### src/rtl/led_pattern_arb_if.sv
// Request/grant bundle between the LED requesters and the pattern arbiter.
// The requester side drives REQ/REQ_PAT; the arbiter drives the grant status and the LED.
interface led_pattern_arb_if #(
  parameter int NREQ = 4
);
  logic [NREQ-1:0]   REQ;
  logic [3*NREQ-1:0] REQ_PAT;
  logic              LED_OUT;
  logic              ACTIVE_VLD;
  logic [2:0]        ACTIVE_ID;
  logic [NREQ-1:0]   ACK;

  modport master (
    output REQ, REQ_PAT,
    input  LED_OUT, ACTIVE_VLD, ACTIVE_ID, ACK
  );

  modport slave (
    input  REQ, REQ_PAT,
    output LED_OUT, ACTIVE_VLD, ACTIVE_ID, ACK
  );
endinterface

### src/rtl/led_pattern_arb.sv
// Fixed-priority arbiter for the status LED: grants the lowest-index requester,
// holds each grant for HOLD_TICKS 1 Hz ticks, and muxes the latched blink pattern to LED_OUT.
module led_pattern_arb #(
  parameter int NREQ       = 4,
  parameter int HOLD_TICKS = 2
) (
  input  logic SYSCLK,
  input  logic RESET_N,
  input  logic CLK_1HZ,
  input  logic CLK_2HZ,
  input  logic CLK_4HZ,
  input  logic CLK_4HZ_500MS,
  input  logic CLK_4HZ_3500MS,
  input  logic CLK_07S,
  led_pattern_arb_if.slave bus
);

  typedef enum logic [1:0] {
    S_IDLE = 2'd0,
    S_HOLD = 2'd1,
    S_RUN  = 2'd2
  } state_t;

  localparam logic [3:0] HOLD_LAST = 4'(HOLD_TICKS - 1);

  state_t          state_q, state_d;
  logic [2:0]      owner_q, owner_d;
  logic [2:0]      pat_q, pat_d;
  logic [3:0]      hold_q, hold_d;
  logic [NREQ-1:0] ack_q, ack_d;
  logic            clk1_q, clk1_d;
  logic            led_q, led_d;

  logic            tick;
  logic            any_req;
  logic            higher_req;
  logic            owner_req;
  logic [2:0]      winner;
  logic [2:0]      win_pat;
  logic            do_grant;

  function automatic logic pat_wave(
    input logic [2:0] pat,
    input logic       w1hz,
    input logic       w2hz,
    input logic       w4hz,
    input logic       w4hz_500,
    input logic       w4hz_3500,
    input logic       w07s
  );
    logic r;
    case (pat)
      3'd0:    r = 1'b0;
      3'd1:    r = 1'b1;
      3'd2:    r = w1hz;
      3'd3:    r = w2hz;
      3'd4:    r = w4hz;
      3'd5:    r = w4hz_500;
      3'd6:    r = w4hz_3500;
      default: r = w07s;
    endcase
    return r;
  endfunction

  assign tick    = CLK_1HZ & ~clk1_q;
  assign any_req = |bus.REQ;
  assign clk1_d  = CLK_1HZ;

  // Request decode: winner, its pattern, and whether anyone outranks the owner
  always_comb begin
    winner     = 3'd0;
    win_pat    = 3'd0;
    higher_req = 1'b0;
    owner_req  = 1'b0;
    for (int i = NREQ - 1; i >= 0; i--) begin
      if (bus.REQ[i]) winner = 3'(i);
    end
    for (int i = 0; i < NREQ; i++) begin
      if (3'(i) == winner) win_pat = bus.REQ_PAT[3*i +: 3];
      if (bus.REQ[i] && (3'(i) < owner_q)) higher_req = 1'b1;
      if (3'(i) == owner_q) owner_req = bus.REQ[i];
    end
  end

  always_comb begin
    state_d  = state_q;
    owner_d  = owner_q;
    pat_d    = pat_q;
    hold_d   = hold_q;
    ack_d    = '0;
    do_grant = 1'b0;

    case (state_q)
      S_IDLE: begin
        if (any_req) do_grant = 1'b1;
      end
      S_HOLD: begin
        // Preemption beats a coincident tick; the owner's own REQ is ignored while holding
        if (higher_req) begin
          do_grant = 1'b1;
        end else if (tick) begin
          if (hold_q == HOLD_LAST) begin
            state_d = S_RUN;
          end else if (hold_q != 4'hf) begin
            hold_d = hold_q + 4'd1;
          end
        end
      end
      S_RUN: begin
        if (higher_req) begin
          do_grant = 1'b1;
        end else if (!owner_req) begin
          if (any_req) begin
            do_grant = 1'b1;
          end else begin
            state_d = S_IDLE;
            owner_d = 3'd0;
            pat_d   = 3'd0;
            hold_d  = 4'd0;
          end
        end
      end
      default: begin
        state_d = S_IDLE;
        owner_d = 3'd0;
        pat_d   = 3'd0;
        hold_d  = 4'd0;
      end
    endcase

    if (do_grant) begin
      state_d = S_HOLD;
      owner_d = winner;
      pat_d   = win_pat;
      hold_d  = 4'd0;
      for (int i = 0; i < NREQ; i++) begin
        ack_d[i] = (3'(i) == winner);
      end
    end
  end

  // LED samples the pattern latched on the previous edge, so it trails a grant by one cycle
  always_comb begin
    led_d = pat_wave(pat_q, CLK_1HZ, CLK_2HZ, CLK_4HZ,
                     CLK_4HZ_500MS, CLK_4HZ_3500MS, CLK_07S);
  end

  always_ff @(posedge SYSCLK or negedge RESET_N) begin
    if (!RESET_N) begin
      state_q <= S_IDLE;
      owner_q <= 3'd0;
      pat_q   <= 3'd0;
      hold_q  <= 4'd0;
      ack_q   <= '0;
      clk1_q  <= 1'b0;
      led_q   <= 1'b0;
    end else begin
      state_q <= state_d;
      owner_q <= owner_d;
      pat_q   <= pat_d;
      hold_q  <= hold_d;
      ack_q   <= ack_d;
      clk1_q  <= clk1_d;
      led_q   <= led_d;
    end
  end

  assign bus.LED_OUT    = led_q;
  assign bus.ACTIVE_VLD = (state_q != S_IDLE);
  assign bus.ACTIVE_ID  = owner_q;
  assign bus.ACK        = ack_q;

endmodule

### src/flat_wrapper.sv
// flat-port wrapper written by rule: the top's interface ports become plain ports
module led_pattern_arb_flat 
#(
  parameter int NREQ       = 4,
  parameter int HOLD_TICKS = 2
)
  (SYSCLK, RESET_N, CLK_1HZ, CLK_2HZ, CLK_4HZ, CLK_4HZ_500MS, CLK_4HZ_3500MS, CLK_07S, bus_REQ, bus_REQ_PAT, bus_LED_OUT, bus_ACTIVE_VLD, bus_ACTIVE_ID, bus_ACK);
  led_pattern_arb_if #(.NREQ(NREQ)) bus_i ();
  input  logic SYSCLK;
  input  logic RESET_N;
  input  logic CLK_1HZ;
  input  logic CLK_2HZ;
  input  logic CLK_4HZ;
  input  logic CLK_4HZ_500MS;
  input  logic CLK_4HZ_3500MS;
  input  logic CLK_07S;
  input wire logic [$bits(bus_i.REQ)-1:0] bus_REQ;
  input wire logic [$bits(bus_i.REQ_PAT)-1:0] bus_REQ_PAT;
  output wire logic [$bits(bus_i.LED_OUT)-1:0] bus_LED_OUT;
  output wire logic [$bits(bus_i.ACTIVE_VLD)-1:0] bus_ACTIVE_VLD;
  output wire logic [$bits(bus_i.ACTIVE_ID)-1:0] bus_ACTIVE_ID;
  output wire logic [$bits(bus_i.ACK)-1:0] bus_ACK;
  assign bus_i.REQ = bus_REQ;
  assign bus_i.REQ_PAT = bus_REQ_PAT;
  assign bus_LED_OUT = bus_i.LED_OUT;
  assign bus_ACTIVE_VLD = bus_i.ACTIVE_VLD;
  assign bus_ACTIVE_ID = bus_i.ACTIVE_ID;
  assign bus_ACK = bus_i.ACK;
  led_pattern_arb #(.NREQ(NREQ), .HOLD_TICKS(HOLD_TICKS)) u_core (.SYSCLK(SYSCLK), .RESET_N(RESET_N), .CLK_1HZ(CLK_1HZ), .CLK_2HZ(CLK_2HZ), .CLK_4HZ(CLK_4HZ), .CLK_4HZ_500MS(CLK_4HZ_500MS), .CLK_4HZ_3500MS(CLK_4HZ_3500MS), .CLK_07S(CLK_07S), .bus(bus_i));
endmodule
### config.mk
export PLATFORM = sky130hd
export DESIGN_NAME = led_pattern_arb_flat
export DESIGN_NICKNAME = d
export VERILOG_FILES = /design/src/rtl/led_pattern_arb_if.sv /design/src/rtl/led_pattern_arb.sv /design/src/flat_wrapper.sv
export SDC_FILE = /design/constraint.sdc
export NUM_CORES = 1
export LEC_CHECK = 0
export BUFFER_PORTS_ARGS = -buffer_cell sky130_fd_sc_hd__buf_2
export CAP_MARGIN = 15
export CORE_ASPECT_RATIO = 0.7
export CORE_MARGIN = 4
export CORE_UTILIZATION = 35
export CTS_BUF_LIST = sky130_fd_sc_hd__clkbuf_8
export DETAILED_ROUTE_END_ITERATION = 10
export PLACE_DENSITY = 0.58
export SKIP_CTS_REPAIR_TIMING = 1
export SYNTH_ARGS = -nofsm -noshare
export SYNTH_HDL_FRONTEND = slang
export SYNTH_SLANG_ARGS = --single-unit
### constraint.sdc
create_clock -name SYSCLK -period 1.84 [get_ports SYSCLK]
set_clock_uncertainty 0.15 [all_clocks]
set_input_delay 0.184 -clock SYSCLK [delete_from_list [all_inputs] [get_ports SYSCLK]]
set_output_delay 0.184 -clock SYSCLK [all_outputs]
set_load 0.01 [all_outputs]
# ---- After elaboration in Yosys (flattened, before gate mapping)
# Index checks and enable logic that the tools add are counted.
dict set report classes {
  eq_ne 26
  n_mux 46
  addsub 1
  bitwise 2
  n_reduce_logical 14
  order_cmp 4
}
# op n
set op_table {}
lappend op_table {{3-bit two-way mux} 12}
lappend op_table {{4-bit two-way mux} 9}
lappend op_table {{2-bit two-way mux} 8}
lappend op_table {{2-bit by 3-bit equality test with 1-bit output (first input constant)} 4}
lappend op_table {{1-bit two-way mux} 12}
lappend op_table {{3-bit != test (second input constant)} 4}
lappend op_table {{4-bit one-hot mux with 3 select lines} 1}
lappend op_table {{3-bit equality test (second input constant)} 3}
lappend op_table {{3-bit logical NOT} 3}
lappend op_table {{3-bit by 1-bit != test with 1-bit output (second input constant)} 3}
lappend op_table {{8-bit AND reduction} 1}
lappend op_table {{1-bit one-hot mux with 7 select lines} 1}
lappend op_table {{7-bit AND reduction} 1}
lappend op_table {{1-bit by 3-bit equality test with 1-bit output (first input constant)} 2}
lappend op_table {{3-bit by 2-bit equality test with 1-bit output (second input constant)} 2}
lappend op_table {{1-bit by 3-bit < comparator with 1-bit output (first input constant)} 2}
lappend op_table {{2-bit by 3-bit < comparator with 1-bit output (first input constant)} 2}
lappend op_table {{2-bit one-hot mux with 3 select lines} 1}
lappend op_table {{3-bit one-hot mux with 2 select lines} 1}
lappend op_table {{4-bit by 1-bit adder with 4-bit output (second input constant)} 1}
lappend op_table {{4-bit by 1-bit equality test with 1-bit output (second input constant)} 1}
lappend op_table {{1-bit logical AND} 4}
lappend op_table {{2-bit by 1-bit != test with 1-bit output (second input constant)} 2}
lappend op_table {{4-bit != test (second input constant)} 1}
lappend op_table {{other kinds (12)} 12}
dict set report totals {
  ff_bits 18
  input_bits 24
  word_cells 100
  out_inout_bits 9
}

# ---- Logic depth before layout (Yosys ltp)
dict set report logic_depth {
  ltp_word 10
  depth_mapped 7
}

# ---- Worst setup path before layout
# OpenSTA, ideal clock, no wires.
dict set report synth_path {
  kind {reg-to-reg}
  from {register u_core.owner_q[0] (netlist: u_core.bus.ACTIVE_ID[0])}
  to {register u_core.hold_q[2]}
  synth_period_minus_slack_ns 1.724
  path_stages_with_launch 6
  arrival_time_ns 1.443
  t_required_ns 1.559
  path_slack_ns 0.116
  path_buffers 0
  setup_ns 0.131
  cell_sequence {dfrtp_1 -> mux2i_1 -> o22ai_2 -> a21oi_4 -> nor3_1 -> or3_1}
}
dict set report synth_via {
  elab_chain_len 10
}
# item line_no
set synth_lines {}
lappend synth_lines {{from (decl)} led_pattern_arb.sv:27} ;# logic [2:0] owner_q, owner_d;
lappend synth_lines {{from (signal assigned)} led_pattern_arb.sv:159} ;# owner_q <= owner_d;
lappend synth_lines {{1-bit by 3-bit < comparator with 1-bit output or 3-bit logical NOT (tied branches)} {led_pattern_arb.sv:80, led_pattern_arb.sv:81}}
lappend synth_lines {{1-bit logical AND or 1-bit two-way mux (tied branches)} {led_pattern_arb.sv:80, led_pattern_arb.sv:81}}
lappend synth_lines {{1-bit two-way mux (on tied branches) (3 in a row)} {led_pattern_arb.sv:80, led_pattern_arb.sv:81}}
lappend synth_lines {{1-bit two-way mux (on tied branches)} {led_pattern_arb.sv:80, led_pattern_arb.sv:112}}
lappend synth_lines {{1-bit two-way mux (on tied branches)} {led_pattern_arb.sv:110, led_pattern_arb.sv:99}}
lappend synth_lines {{1-bit one-hot mux with 3 select lines} led_pattern_arb.sv:93} ;# case (state_q)
lappend synth_lines {{3-bit != test (no source line) (tied with other cells)} -}
lappend synth_lines {{8-bit AND reduction (no source line)} -}
lappend synth_lines {{to (signal assigned)} led_pattern_arb.sv:161} ;# hold_q <= hold_d;
lappend synth_lines {{to (decl)} led_pattern_arb.sv:29} ;# logic [3:0] hold_q, hold_d;
# Several ways; a longest one is shown, not always the timed one.
# A chain may end at the register's enable or synchronous reset.

# ---- Final worst setup path
dict set report layout_path {
  from {register u_core.owner_q[0] (netlist: u_core.bus.ACTIVE_ID[0])}
  to {register u_core.hold_q[1]}
}
# Same word-level chain as after synthesis.

==> qor.csv <==
metric,value,unit
r2r setup slk,0.07,ns
share of cells above drive strength 1,0.453,
Worst Hold End,u_core.pat_q[2],
Post-Syn Nets,135,
CP Launch Type,flip-flop,
GR Util All Layers,0.143,
Main synth FF type,dfrtp_1,
aggregate routed wire length,2670,um
Worst Path Arrival,1.76,ns
CTS Buffer Depth,2,
Leak,0.626,nW
Area Overhead vs Synth,33.2,%
"top cells by area, synth","dfrtp_1, o22ai_1, o2bb2ai_1",
worst reg-to-reg path cell count,5,
"EDFF count, synth",0,
register area share after synthesis,0.391,
RSZ-0062 raised after global routing,false,
Yosys warning count,0,
First DRT Iteration DRCs,35,
CTS Root Cell,clkbuf_8,
total CTS buffers,3,
DRT Pass-1 Iters,4,
"Non-Filler Cell Area, Final",1450,sq um
Synth Register Bits,17,
pins over their slew limit,0,
diode count,0,
FF-to-FF End,u_core.hold_q[1],
Max-cap violations,0,
Ports,33,
number of H-tree levels,1,
clk slew on worst S/H paths,0.07,ns
Final setup viols,0,
Hold Crit Depth,3,
Initial Util,0.378,
Power Dens Cells,1190,nW/um^2
vias in the first global route,997,
number of vias per cell,5.31,
TritonCTS clock tree,built,
average wire per standard cell,14.3,um
setup TNS,0,ns
Reg-to-Reg Start,u_core.bus.ACTIVE_ID[0],
Yosys cell types,43,
Final #Nets,177,
Skew-Pair Late Insertion Delay,0.26,ns
FMAX,0.566,GHz
via count,987,
metal2 WL,1300,um
worst-path fanout max,6,
Syn Std Cell Area,1090,sq um
post-place setup slack,-0.0299,ns
die height,54.7,um
grt ovf,0,
M1 wire length,1210,um
ys async rst share,1.00,
final worst slack,0.0740,ns
largest net degree at the start of global routing,18,
Placed Area,1300,sq um
Final Hold Vio Count,0,
Syn Inst Count,109,
Final ANT Viol Nets,0,
die width,74.7,um
"most common cell after layout, fill and taps aside",buf_2,
CORE AREA,2880,sq um
WL met3,151,um
worst hold path startpoint,bus_REQ_PAT[2],
Critical Path RT,1.83,ns
initial antenna violation count,0,
Cell Rows,16,
hold slack,0.0997,ns
Tmin final,1.77,ns
first-pass GRT wire length,4450,um
top cell type's share of synthesized area,0.391,
uppermost layer routed,met3,
Crit. End Element,flip-flop,
DP Cell Count,178,
DP Wirelength,2090,um
port buffer count,31,
average size of a mapped cell,9.99,sq um
worst ir drop on vdd,0.000564,V
Die ar.,4080,sq um
Final period util,0.960,
# fillers,298,
Final Non-Filler Cells,186,
Clock Sinks,17,
Placer Congestion,0.795,
# DRC,0,
most frequent cells in the layout,"buf_2, dfrtp_1, buf_4",
Min-Delay Path Class,in -> reg,
status,completed,
cell taking the most area after synthesis,dfrtp_1,
Setup CP Type,reg -> reg,
-- synthesized netlist by cell type (2+ instances only) --
cell	n
a21oi_1	3
a31o_1	2
buf_2	2
buf_6	2
dfrtp_1	17
ha_1	2
inv_1	4
mux2i_1	4
nand2_1	5
nand2b_1	4
nand4_1	2
nor2_1	7
nor2b_1	4
nor3_1	2
nor3_2	3
nor3b_1	3
o21a_1	2
o21ai_0	5
o22ai_1	7
o2bb2ai_1	5
or2_2	2
-- layout make-up --
| type | count | area, sq um | area share |
|---|---|---|---|
| clock inverter | 1 | 5.00 | 0.00345 |
| tap | 36 | 45.0 | 0.0311 |
| inverter | 4 | 15.0 | 0.0104 |
| sequential | 17 | 427 | 0.294 |
| multi-input combinational | 83 | 674 | 0.465 |
| timing repair buffer | 42 | 243 | 0.167 |
| clock buffer | 3 | 41.3 | 0.0285 |
-- worst max-delay path by stage --
| stage | startpoint | end |
|---|---|---|
| floorplan | u_core.bus.ACTIVE_ID[0] | u_core.hold_q[2] |
| global placement | u_core.bus.ACTIVE_ID[0] | u_core.hold_q[0] |
| detailed placement | u_core.bus.ACTIVE_ID[0] | u_core.hold_q[0] |
| CTS | u_core.bus.ACTIVE_ID[0] | u_core.hold_q[0] |
| global route | u_core.bus.ACTIVE_ID[0] | u_core.bus.ACK[1] |
| finish | u_core.bus.ACTIVE_ID[0] | u_core.hold_q[1] |
-- cell families (layout without fill, tap and decap cells) --
logic type | Yosys count | in the layout | synth area share
compound gates | 36 | 36 | 0.255
fa+ha+maj | 2 | 2 | 0.0230
buf+inv | 9 | 50 | 0.0506
flops | 17 | 17 | 0.391
mux | 4 | 4 | 0.0368
other cells | 1 | 1 | 0.00344
simple gates | 40 | 40 | 0.240
-- where the power goes --
part | switching (W) | internal (W)
clock network | 0.000135 | 0.000150
logic | 0.000435 | 0.000401
registers | 0.000124 | 0.000481
-- flip-flops by register name, indices dropped and copies added, names as in the netlist --
| register | flops |
|---|---|
| u_core.bus.ACK | 4 |
| u_core.hold_q | 4 |
| u_core.pat_q | 3 |
| u_core.bus.ACTIVE_ID | 2 |
| u_core.state_q | 2 |
| u_core.bus.LED_OUT | 1 |
| u_core.clk1_q | 1 |
-- stage by stage --
step / util / power [W]
global placement: 0.451 / 0.00133
CTS: 0.467 / 0.00165
floorplan: - / 0.00110
finish: 0.503 / 0.00173
detailed placement: 0.451 / 0.00135
global route: 0.503 / 0.00186
-- worst max-delay path: stages (launching register included) --
cell	delay, ns
dfrtp_2	0.48
mux2i_4	0.29
o22a_1	0.18
o2111ai_2	0.13
o21bai_4	0.21
a31o_1	0.21
-- per-layer routing --
metal,GRT usage,vias up
met5,0,-
met4,0.0355,0
met3,0.0404,0
met2,0.242,25
met1,0.183,479
li1,-,483
(Power assumes the default switching activity.)
